`src/rtl/slave_port.sv`:
```
// Serial-bus slave: deserialises an LSB-first address and write data, drives a parallel
// memory port, and serialises read data back, optionally splitting the bus on slow reads.
module slave_port #(
    parameter int ADDR_WIDTH      = 12,
    parameter int DATA_WIDTH      = 8,
    parameter bit SPLIT_EN        = 1'b1,
    parameter int SPLIT_THRESHOLD = 4
) (
    input  logic                  clk,
    input  logic                  rstn,
    input  logic                  swdata,
    input  logic                  smode,
    input  logic                  mvalid,
    output logic                  srdata,
    output logic                  svalid,
    output logic                  sready,
    output logic                  ssplit,
    input  logic                  split_grant,
    output logic [ADDR_WIDTH-1:0] mem_addr,
    output logic [DATA_WIDTH-1:0] mem_wdata,
    output logic                  mem_wen,
    output logic                  mem_ren,
    input  logic [DATA_WIDTH-1:0] mem_rdata,
    input  logic                  mem_rvalid
);
    localparam int MAXW = (ADDR_WIDTH > DATA_WIDTH) ? ADDR_WIDTH : DATA_WIDTH;
    localparam int CW   = $clog2(MAXW) + 1;
    localparam int WW   = $clog2(SPLIT_THRESHOLD + 1);

    localparam logic [CW-1:0] ADDR_LAST = CW'(ADDR_WIDTH - 1);
    localparam logic [CW-1:0] DATA_LAST = CW'(DATA_WIDTH - 1);
    localparam logic [CW-1:0] DATA_BITS = CW'(DATA_WIDTH);
    localparam logic [CW-1:0] CNT_ONE   = CW'(1);
    localparam logic [WW-1:0] WAIT_MAX  = WW'(SPLIT_THRESHOLD);

    localparam logic [2:0] S_IDLE  = 3'd0;
    localparam logic [2:0] S_ADDR  = 3'd1;
    localparam logic [2:0] S_WDATA = 3'd2;
    localparam logic [2:0] S_MEMWR = 3'd3;
    localparam logic [2:0] S_MEMRD = 3'd4;
    localparam logic [2:0] S_SPLIT = 3'd5;
    localparam logic [2:0] S_GRANT = 3'd6;
    localparam logic [2:0] S_RDATA = 3'd7;

    logic [2:0]            state_q,    state_d;
    logic [CW-1:0]         cnt_q,      cnt_d;
    logic [WW-1:0]         waitCnt_q,  waitCnt_d;
    logic [WW-1:0]         waitInc;
    logic [ADDR_WIDTH-1:0] addr_q,     addr_d;
    logic [DATA_WIDTH-1:0] wdata_q,    wdata_d;
    logic [DATA_WIDTH-1:0] rdata_q,    rdata_d;
    logic [ADDR_WIDTH-1:0] memAddr_q,  memAddr_d;
    logic [DATA_WIDTH-1:0] memWdata_q, memWdata_d;
    logic                  srdata_q,   srdata_d;
    logic                  svalid_q,   svalid_d;

    // Serial fields are shifted in from the top so that after a full field the first bit sits at the LSB.
    always_comb begin
        state_d    = state_q;
        cnt_d      = cnt_q;
        waitCnt_d  = waitCnt_q;
        addr_d     = addr_q;
        wdata_d    = wdata_q;
        rdata_d    = rdata_q;
        memAddr_d  = memAddr_q;
        memWdata_d = memWdata_q;
        srdata_d   = srdata_q;
        svalid_d   = svalid_q;
        waitInc    = waitCnt_q + 1'b1;

        case (state_q)
            S_IDLE: begin
                if (mvalid) begin
                    addr_d  = {swdata, addr_q[ADDR_WIDTH-1:1]};
                    cnt_d   = CNT_ONE;
                    state_d = S_ADDR;
                end
            end
            S_ADDR: begin
                if (mvalid) begin
                    addr_d = {swdata, addr_q[ADDR_WIDTH-1:1]};
                    cnt_d  = cnt_q + 1'b1;
                    if (cnt_q == ADDR_LAST) begin
                        memAddr_d = addr_d;
                        cnt_d     = '0;
                        waitCnt_d = '0;
                        state_d   = smode ? S_WDATA : S_MEMRD;
                    end
                end
            end
            S_WDATA: begin
                if (mvalid) begin
                    wdata_d = {swdata, wdata_q[DATA_WIDTH-1:1]};
                    cnt_d   = cnt_q + 1'b1;
                    if (cnt_q == DATA_LAST) begin
                        memWdata_d = wdata_d;
                        cnt_d      = '0;
                        state_d    = S_MEMWR;
                    end
                end
            end
            S_MEMWR: state_d = S_IDLE;
            S_MEMRD: begin
                // A response in the threshold cycle still beats the split.
                if (mem_rvalid) begin
                    srdata_d = mem_rdata[0];
                    rdata_d  = mem_rdata >> 1;
                    svalid_d = 1'b1;
                    cnt_d    = CNT_ONE;
                    state_d  = S_RDATA;
                end else if (waitCnt_q != WAIT_MAX) begin
                    waitCnt_d = waitInc;
                    if (SPLIT_EN && (waitInc == WAIT_MAX)) begin
                        state_d = S_SPLIT;
                    end
                end
            end
            S_SPLIT: begin
                if (mem_rvalid) begin
                    rdata_d = mem_rdata;
                    state_d = S_GRANT;
                end
            end
            S_GRANT: begin
                if (split_grant) begin
                    srdata_d = rdata_q[0];
                    rdata_d  = rdata_q >> 1;
                    svalid_d = 1'b1;
                    cnt_d    = CNT_ONE;
                    state_d  = S_RDATA;
                end
            end
            S_RDATA: begin
                if (cnt_q == DATA_BITS) begin
                    svalid_d = 1'b0;
                    cnt_d    = '0;
                    state_d  = S_IDLE;
                end else begin
                    srdata_d = rdata_q[0];
                    rdata_d  = rdata_q >> 1;
                    cnt_d    = cnt_q + 1'b1;
                end
            end
            default: state_d = S_IDLE;
        endcase
    end

    always_ff @(posedge clk or negedge rstn) begin
        if (!rstn) begin
            state_q    <= S_IDLE;
            cnt_q      <= '0;
            waitCnt_q  <= '0;
            addr_q     <= '0;
            wdata_q    <= '0;
            rdata_q    <= '0;
            memAddr_q  <= '0;
            memWdata_q <= '0;
            srdata_q   <= 1'b0;
            svalid_q   <= 1'b0;
        end else begin
            state_q    <= state_d;
            cnt_q      <= cnt_d;
            waitCnt_q  <= waitCnt_d;
            addr_q     <= addr_d;
            wdata_q    <= wdata_d;
            rdata_q    <= rdata_d;
            memAddr_q  <= memAddr_d;
            memWdata_q <= memWdata_d;
            srdata_q   <= srdata_d;
            svalid_q   <= svalid_d;
        end
    end

    assign sready    = (state_q == S_IDLE);
    assign mem_wen   = (state_q == S_MEMWR);
    assign mem_ren   = (state_q == S_MEMRD) || (state_q == S_SPLIT);
    assign ssplit    = (state_q == S_SPLIT);
    assign srdata    = srdata_q;
    assign svalid    = svalid_q;
    assign mem_addr  = memAddr_q;
    assign mem_wdata = memWdata_q;
endmodule

```
`config.mk`:
```
export PLATFORM = sky130hd
export DESIGN_NAME = slave_port
export DESIGN_NICKNAME = d
export VERILOG_FILES = /design/src/rtl/slave_port.sv
export SDC_FILE = /design/constraint.sdc
export NUM_CORES = 1
export LEC_CHECK = 0
export CORE_MARGIN = 2
export CORE_UTILIZATION = 55
export DETAILED_ROUTE_END_ITERATION = 16
export PLACE_DENSITY = 0.81
export SLEW_MARGIN = 15
export SYNTH_ARGS = -nofsm -noshare
export SYNTH_HDL_FRONTEND = slang
export SYNTH_SLANG_ARGS = --single-unit
```
`constraint.sdc`:
```
create_clock -name clk -period 3.25 [get_ports clk]
set_clock_uncertainty 0.05 [all_clocks]
set_input_delay 0.4875 -clock clk [delete_from_list [all_inputs] [get_ports clk]]
set_output_delay 0.4875 -clock clk [all_outputs]
set_load 0.1 [all_outputs]
```
==> flow_summary.html, run 1 <==
<table>
<tr><th>Metric</th><th>Value</th></tr>
<tr><th colspan="2">Placed design</th></tr>
<tr><td>Routability congestion estimate</td><td>around 0.8</td></tr>
<tr><td>Detailed placer's ending HPWL</td><td>around 3600 um</td></tr>
<tr><td>Number of I/O port buffers</td><td>40</td></tr>
<tr><th colspan="2">Synth</th></tr>
<tr><td>Number of register bits inferred by synthesis</td><td>between 50 and 60</td></tr>
<tr><td>Count of mapped cells out of synthesis</td><td>249</td></tr>
<tr><td>Share of the yosys chip area belonging to registers</td><td>roughly 53%</td></tr>
<tr><td>Mean cell area of the mapped netlist</td><td>between 10 and 15 um2</td></tr>
<tr><td>Number of nets in the synthesized netlist</td><td>269</td></tr>
<tr><td>Post-synthesis cell area</td><td>2800 um2</td></tr>
<tr><td>Count of warnings emitted by yosys</td><td>0</td></tr>
<tr><td>Number of distinct standard cells referenced by the synthesized netlist</td><td>37</td></tr>
<tr><th colspan="2">Clock network</th></tr>
<tr><td>Post-CTS Hold Fix Bufs</td><td>0</td></tr>
<tr><td>Clock H-tree levels</td><td>3</td></tr>
<tr><td>Worst skew pair latency</td><td>0.33 ns</td></tr>
<tr><td>Number of buffers inserted to repair setup after CTS</td><td>0</td></tr>
<tr><td>CTS Sinks</td><td>59</td></tr>
<tr><td>CTS Buf Count</td><td>9</td></tr>
<tr><td>Root Driver</td><td>sky130_fd_sc_hd__clkbuf_8</td></tr>
<tr><td>Reg clk slew, reported paths</td><td>0.07 ns</td></tr>
<tr><td>Number of gates resized after cts</td><td>0</td></tr>
<tr><td>CTS max path bufs</td><td>2</td></tr>
<tr><td>CTS tree</td><td>built</td></tr>
<tr><th colspan="2">Routing</th></tr>
<tr><td>Detail Route Antenna Nets</td><td>0</td></tr>
<tr><td>Drt total wl</td><td>5660 um</td></tr>
<tr><td>Via total after detailed routing</td><td>2097</td></tr>
<tr><td>Via count normalized by instance count</td><td>around 5.7</td></tr>
<tr><td>Drc violations</td><td>0</td></tr>
<tr><td>Router iterations before antenna repair</td><td>5</td></tr>
<tr><td>Average wire per cell in the routed design</td><td>15.4 um</td></tr>
<tr><td>DRT iter0 DRCs</td><td>244</td></tr>
<tr><th colspan="2">Timing</th></tr>
<tr><td>Relative slew slack</td><td>about 35%</td></tr>
<tr><td>Final count of hold timing violations</td><td>0</td></tr>
<tr><td>Min cycle time layout</td><td>2.60 ns</td></tr>
<tr><td>Summed negative setup slack over all endpoints</td><td>0 ns</td></tr>
<tr><td>Unrepaired setup endpoints after global routing</td><td>no</td></tr>
<tr><td>Highest clock rate</td><td>385 MHz</td></tr>
<tr><td>Hold slack final</td><td>0.0223 ns</td></tr>
<tr><td>Share of the cycle needed by the critical path after routing</td><td>approximately four fifths</td></tr>
<tr><td>Final setup violation count</td><td>0</td></tr>
<tr><td>Slew of the pin with the lowest slew margin</td><td>just under 1 ns</td></tr>
<tr><td>Max Transition Viols Final</td><td>0</td></tr>
<tr><th colspan="2">Run status</th></tr>
<tr><td>Status</td><td>finished, final reports clean</td></tr>
<tr><th colspan="2">Floorplan</th></tr>
<tr><td>Floorplan core area</td><td>around 4800 um2</td></tr>
<tr><td>Vertical die dimension</td><td>approximately 75 um</td></tr>
<tr><td>Die X-Extent</td><td>75.4 um</td></tr>
<tr><td>Initial core utilization</td><td>58.2%</td></tr>
<tr><td>Row count</td><td>25</td></tr>
<tr><td>I/O pin total</td><td>slightly above 40</td></tr>
<tr><td>Die outline area</td><td>approximately 5700 um2</td></tr>
<tr><th colspan="2">GRT</th></tr>
<tr><td>First-pass GRT wire length</td><td>slightly above 9000 um</td></tr>
<tr><td>Sum of overflow across all layers after global routing</td><td>0</td></tr>
<tr><td>Number of antenna violations at the first check in global routing</td><td>0</td></tr>
<tr><td>All-layer global routing usage</td><td>a little over a fifth</td></tr>
<tr><td>Pin count of the biggest net entering global routing</td><td>48</td></tr>
<tr><td>Number of global-route vias before repair</td><td>1998</td></tr>
<tr><th colspan="2">Setup path</th></tr>
<tr><td>Endpoint type of the worst setup path</td><td>output port</td></tr>
<tr><td>Maximum fanout encountered on the critical timing path</td><td>30</td></tr>
<tr><td>Crit Path Category</td><td>register to output port</td></tr>
<tr><td>Signal arrival time at the worst endpoint</td><td>2.06 ns</td></tr>
<tr><td>Critical Path Source Type</td><td>register</td></tr>
<tr><td>Data required time at the worst endpoint</td><td>2.71 ns</td></tr>
<tr><th colspan="2">Finish</th></tr>
<tr><td>Antenna Cells</td><td>0</td></tr>
<tr><td>Most common library cell in the layout ignoring fill and taps</td><td>sky130_fd_sc_hd__dfrtp_1</td></tr>
<tr><td>Synth-to-Final Area Change</td><td>24.9%</td></tr>
<tr><td>Number of nets in the layout</td><td>315</td></tr>
<tr><td>Utilization after layout</td><td>between 70% and 80%</td></tr>
<tr><td>Most frequent cells in the layout</td><td>59 x sky130_fd_sc_hd__dfrtp_1, 40 x sky130_fd_sc_hd__mux2_2, 31 x sky130_fd_sc_hd__clkdlybuf4s50_1</td></tr>
<tr><td>Share of final-layout standard cells stronger than drive strength 1</td><td>25.7%</td></tr>
<tr><th colspan="2">Pwr</th></tr>
<tr><td>Worst IR drop on VDD</td><td>0.442 mV</td></tr>
<tr><td>Overall power consumption</td><td>0.00310 W</td></tr>
<tr><td>Leak Pwr</td><td>1.60 nW</td></tr>
<tr><td>Total power density per cell area</td><td>roughly 890 nW/um2</td></tr>
<tr><th colspan="2">Run</th></tr>
<tr><td>Max-cap violations</td><td>0</td></tr>
<tr><th colspan="2">Min path</th></tr>
<tr><td>Path category of the worst min-delay check</td><td>primary input to asynchronous set/reset pin</td></tr>
</table>
## path summary, 6_finish.rpt
kind                                   end  slack [ns]  cells after the start       start
worst max-delay path                ssplit        0.65                      3  state_q[0]
worst min-delay path            rdata_q[0]        0.02                      1        rstn
worst max register to register    cnt_q[4]        0.94                      5  state_q[1]
worst min register to register  rdata_q[3]        0.43                      2  rdata_q[3]
max in group asynchronous       wdata_q[5]        2.39                      3        rstn
min in group clk                rdata_q[3]        0.43                      2  rdata_q[3]
## synthesized netlist by cell type, drive strengths merged
cell	count	area, um2
a21oi	11	55.1
nor4	1	6.26
inv	9	33.8
ha	5	62.6
o2bb2ai	1	8.76
mux2	40	450
xnor2	2	17.5
a22o	2	17.5
a311o	1	10.0
or2	1	6.26
nand4	1	6.26
nand2	21	78.8
o22ai	10	62.6
a22oi	1	7.51
a211o	1	8.76
o21ai	19	95.1
nand3	6	30.0
nand2b	11	68.8
o31a	1	8.76
nor3b	3	27.5
nor2	12	45.0
clkbuf	3	11.3
o2bb2a	1	10.0
nor3	5	25.0
a211oi	1	7.51
o221ai	7	61.3
and4bb	2	25.0
a2111o	1	11.3
mux2i	1	10.0
and3	1	6.26
or3b	1	8.76
buf	8	41.3
dfrtp	59	1480
## sequential cells by signal (all words and copies together), names as in the netlist
name and count:
addr_q 11, cnt_q 5, mem_addr 12, mem_wdata 8
rdata_q 8, srdata 1, state_q 3, svalid 1
waitCnt_q 3, wdata_q 7
## report_power, final
group	leakage [nW]	total, W	internal [W]	switching [W]
Combinational	0.718	0.00117	0.000467	0.000703
Sequential	0.768	0.00117	0.000948	0.000224
Clock	0.113	0.000757	0.000473	0.000284
## worst max-delay path: stages (launching register included)
cell and delay, ns:
sky130_fd_sc_hd__dfrtp_1 0.92, sky130_fd_sc_hd__inv_1 0.23, sky130_fd_sc_hd__nor2_1 0.25, sky130_fd_sc_hd__buf_4 0.33
## cell type report
cell class	instances	area [um2]
inverters	9	33.8
repair buffers	46	433
fillers	357	1320
clock inverters	4	72.6
multi-input cells	170	1240
well taps	67	83.8
flip-flops and latches	59	1480
clock buffers	12	155
## logic make-up (layout without fill, tap and decap cells)
kind of cell / after synthesis / count (layout) / synth area share, %
AO/OA/AOI/OAI: 57 / 57 / 13.0
XOR/XNOR: 2 / 2 / 0.625
adder cells (fa/ha/maj): 5 / 5 / 2.23
buffers and inverters: 20 / 71 / 3.08
flip-flops: 59 / 59 / 52.7
multiplexers: 41 / 41 / 16.4
AND/OR/NAND/NOR: 65 / 65 / 11.9
## through the flow
stage	setup slack, ns	instances	cell area [um2]
after global routing	0.581	367	3500
after global placement	1.01	350	3250
after detailed placement	0.880	350	3250
after CTS	0.703	366	3480
final	0.652	367	3500
after floorplan	0.586	249	2810
## layer usage
metal | global-route usage, % | share of wire, % | vias up
li1 | - | - | 997
met1 | 28.9 | 45 | 1013
met2 | 34.2 | 47 | 77
met3 | 6.75 | 6.7 | 10
met4 | 8.58 | 1.3 | 0
met5 | 0 | 0 | -
Note: power is estimated with default switching activity, not from simulation.
==> run 2, diff against run 1 <==
- CORE_UTILIZATION: 55 -> 54
- PLACE_DENSITY: 0.81 -> 0.79
- clock period: 3.25 -> 2.7 ns (I/O delays scaled with it)
==> run 2 against run 1 <==
  * Hold slack improved by 0.027 ns
  * Sequential cell count did not move
  * Critical path depth did not move
  * Clock power rose by 1%
  * Via count barely moved
  * Sequential share of layout area rose by 0.78 points
  * Register-to-register slack got worse by 0.55 ns
  * Worst setup slack got worse by 0.43 ns
  * Routed wire length fell by 3.7%
  * Combinational power rose by 18%
  * Sequential power rose by 24%
  * Die area rose by 1.7%
==> flow_summary.html, run 2 (synthesis results as in run 1) <==
<table>
<tr><th>Metric</th><th>Value</th></tr>
<tr><th colspan="2">Finish</th></tr>
<tr><td>Most common library cell in the layout ignoring fill and taps</td><td>sky130_fd_sc_hd__dfrtp_1</td></tr>
<tr><td>Final Instance Count excl. Fillers</td><td>around 370</td></tr>
<tr><td>Most frequent cells in the layout</td><td>59 x sky130_fd_sc_hd__dfrtp_1, 40 x sky130_fd_sc_hd__mux2_2, 31 x sky130_fd_sc_hd__buf_4</td></tr>
<tr><td>Share of final-layout standard cells stronger than drive strength 1</td><td>between 30% and 40%</td></tr>
<tr><td>Max FFs per register</td><td>12</td></tr>
<tr><td>Number of nets in the layout</td><td>316</td></tr>
<tr><td>Synth-to-Final Area Change</td><td>22.6%</td></tr>
<tr><td>Antenna Cells</td><td>0</td></tr>
<tr><th colspan="2">Floorplan</th></tr>
<tr><td>Die outline area</td><td>5780 um2</td></tr>
<tr><td>Vertical die dimension</td><td>76.0 um</td></tr>
<tr><td>Die X-Extent</td><td>76.0 um</td></tr>
<tr><td>Initial core utilization</td><td>55.6%</td></tr>
<tr><td>I/O pin total</td><td>41</td></tr>
<tr><td>Floorplan core area</td><td>5040 um2</td></tr>
<tr><td>Row count</td><td>26</td></tr>
<tr><th colspan="2">Setup path</th></tr>
<tr><td>Number of buffer and inverter stages on the critical path</td><td>1</td></tr>
<tr><td>Longest individual stage delay on the worst path</td><td>0.90 ns</td></tr>
<tr><td>Crit Path Category</td><td>register to output port</td></tr>
<tr><td>Critical Path Source Type</td><td>register</td></tr>
<tr><td>Signal arrival time at the worst endpoint</td><td>2.02 ns</td></tr>
<tr><td>Endpoint type of the worst setup path</td><td>output port</td></tr>
<tr><td>Reg2reg start</td><td>state_q[0]</td></tr>
<tr><td>Launching instance or port of the critical path</td><td>state_q[0]</td></tr>
<tr><td>Kind of cell adding the most delay to the critical path</td><td>flip-flops</td></tr>
<tr><td>Slowest CP cell</td><td>sky130_fd_sc_hd__dfrtp_1</td></tr>
<tr><td>Maximum fanout encountered on the critical timing path</td><td>30</td></tr>
<tr><td>Critical Path Sink</td><td>mem_wen</td></tr>
<tr><td>Worst R2R End</td><td>rdata_q[2]</td></tr>
<tr><td>R2R cell count</td><td>3</td></tr>
<tr><td>Setup slack, reg-to-reg</td><td>0.39 ns</td></tr>
<tr><td>Data required time at the worst endpoint</td><td>between 2 and 2.5 ns</td></tr>
<tr><td>Worst path cell trace</td><td>nand2_1 &gt; nor2_1 &gt; buf_12</td></tr>
<tr><td>Logic depth of the worst path, buffers included</td><td>3</td></tr>
<tr><th colspan="2">Clock network</th></tr>
<tr><td>Reg clk slew, reported paths</td><td>0.06 ns</td></tr>
<tr><td>CTS Buf Count</td><td>9</td></tr>
<tr><td>Post-CTS Hold Fix Bufs</td><td>0</td></tr>
<tr><td>Root Driver</td><td>sky130_fd_sc_hd__clkbuf_8</td></tr>
<tr><td>Number of gates resized after cts</td><td>0</td></tr>
<tr><td>CTS max path bufs</td><td>2</td></tr>
<tr><td>Worst skew pair latency</td><td>0.33 ns</td></tr>
<tr><td>CTS tree</td><td>built</td></tr>
<tr><td>CTS Sinks</td><td>59</td></tr>
<tr><td>Clock H-tree levels</td><td>3</td></tr>
<tr><td>Number of buffers inserted to repair setup after CTS</td><td>0</td></tr>
<tr><th colspan="2">Timing</th></tr>
<tr><td>Unrepaired setup endpoints after global routing</td><td>no</td></tr>
<tr><td>Highest clock rate</td><td>slightly above 400 MHz</td></tr>
<tr><td>Max Transition Viols Final</td><td>0</td></tr>
<tr><td>Share of the cycle needed by the critical path after routing</td><td>91.6%</td></tr>
<tr><td>Slew of the pin with the lowest slew margin</td><td>0.967 ns</td></tr>
<tr><td>Min cycle time layout</td><td>2.47 ns</td></tr>
<tr><td>Final setup violation count</td><td>0</td></tr>
<tr><td>Final count of hold timing violations</td><td>0</td></tr>
<tr><td>Summed negative setup slack over all endpoints</td><td>0 ns</td></tr>
<tr><td>Relative slew slack</td><td>35.5%</td></tr>
<tr><th colspan="2">Routing</th></tr>
<tr><td>Average wire per cell in the routed design</td><td>14.7 um</td></tr>
<tr><td>Via count normalized by instance count</td><td>5.66</td></tr>
<tr><td>Drc violations</td><td>0</td></tr>
<tr><td>Drt total wl</td><td>5460 um</td></tr>
<tr><td>Via total after detailed routing</td><td>2099</td></tr>
<tr><td>Detail Route Antenna Nets</td><td>0</td></tr>
<tr><td>DRT iter0 DRCs</td><td>196</td></tr>
<tr><td>Router iterations before antenna repair</td><td>4</td></tr>
<tr><th colspan="2">Placed design</th></tr>
<tr><td>Routability congestion estimate</td><td>between 0.8 and 0.9</td></tr>
<tr><td>Detailed placer's ending HPWL</td><td>3690 um</td></tr>
<tr><td>Post-Place Cells</td><td>around 360</td></tr>
<tr><td>Number of I/O port buffers</td><td>40</td></tr>
<tr><th colspan="2">GRT</th></tr>
<tr><td>Pin count of the biggest net entering global routing</td><td>31</td></tr>
<tr><td>Number of global-route vias before repair</td><td>2062</td></tr>
<tr><td>Sum of overflow across all layers after global routing</td><td>0</td></tr>
<tr><td>All-layer global routing usage</td><td>20.3%</td></tr>
<tr><td>Number of antenna violations at the first check in global routing</td><td>0</td></tr>
<tr><td>First-pass GRT wire length</td><td>9430 um</td></tr>
<tr><th colspan="2">Pwr</th></tr>
<tr><td>Worst IR drop on VDD</td><td>0.592 mV</td></tr>
<tr><td>Total power density per cell area</td><td>1050 nW/um2</td></tr>
<tr><td>Leak Pwr</td><td>around 1.6 nW</td></tr>
<tr><th colspan="2">Run status</th></tr>
<tr><td>Status</td><td>finished, final reports clean</td></tr>
<tr><th colspan="2">Run</th></tr>
<tr><td>Max-cap violations</td><td>0</td></tr>
<tr><th colspan="2">Min path</th></tr>
<tr><td>Path category of the worst min-delay check</td><td>primary input to asynchronous set/reset pin</td></tr>
</table>
## run 2: cell types whose count changed in the layout (fill, tap and decap cells not counted)
cell                              previous run  this run
sky130_fd_sc_hd__buf_4                      13        31
sky130_fd_sc_hd__clkdlybuf4s50_1            31        13
sky130_fd_sc_hd__clkbuf_8                   11         9
sky130_fd_sc_hd__clkinv_2                    1         3
sky130_fd_sc_hd__buf_12                      1         2
sky130_fd_sc_hd__bufinv_16                   2         1
sky130_fd_sc_hd__clkbuf_1                    1         2
sky130_fd_sc_hd__clkinv_4                    0         1
sky130_fd_sc_hd__clkinvlp_4                  1         0
## run 2: worst reg2reg max path: cells and delay by family (launching register included)
family             cells  cell delay, ns
DFF                    1            0.90
AOI/OAI and AO/OA      3            1.19
## run 2: final cells by class
type,instances,area [um2]
clock inverters,5,53.8
clock buffers,11,131
inverters,9,33.8
multi-input cells,170,1240
flip-flops and latches,59,1480
fillers,379,1610
repair buffers,47,408
well taps,70,87.6
## run 2: stage by stage
step | instance area (um2) | total power, W | util [%] | setup WS [ns] | hold slack [ns]
floorplan | 2810 | 0.00248 | - | 0.0355 | 0.0594
global placement | 3250 | 0.00278 | 64.4 | 0.494 | 0.412
detailed placement | 3250 | 0.00283 | 64.4 | 0.410 | 0.420
CTS | 3430 | 0.00360 | 68.1 | 0.276 | 0.0697
global route | 3430 | 0.00382 | 68.1 | 0.124 | 0.0988
finish | 3430 | 0.00359 | 68.1 | 0.227 | 0.0493
## run 2: worst min path at each step
stage	startpoint	to	slack [ns]	cells past startpoint
after floorplan	rstn	addr_q[10]	0.06	0
after global placement	rstn	rdata_q[3]	0.41	1
after detailed placement	rdata_q[0]	rdata_q[0]	0.42	2
after CTS	rstn	rdata_q[3]	0.07	1
after global routing	rstn	rdata_q[3]	0.1	1
final	rstn	rdata_q[3]	0.05	1
## run 2: where the power goes
part / total (W) / switching (W) / leakage, nW / internal (W)
combinational: 0.00138 / 0.000793 / 0.758 / 0.000583
sequential: 0.00145 / 0.000308 / 0.768 / 0.00114
clock: 0.000765 / 0.000342 / 0.0971 / 0.000423
total: 0.00359 / 0.00144 / 1.62 / 0.00215
## run 2: per-layer routing
layer  wire length, um  vias to the layer above  global-route usage [%]
li1                  -                     1004                       -
met1              2500                     1018                    26.8
met2              2560                       66                    32.1
met3               298                       11                    4.50
met4               102                        0                    10.0
met5                 0                        -                       0
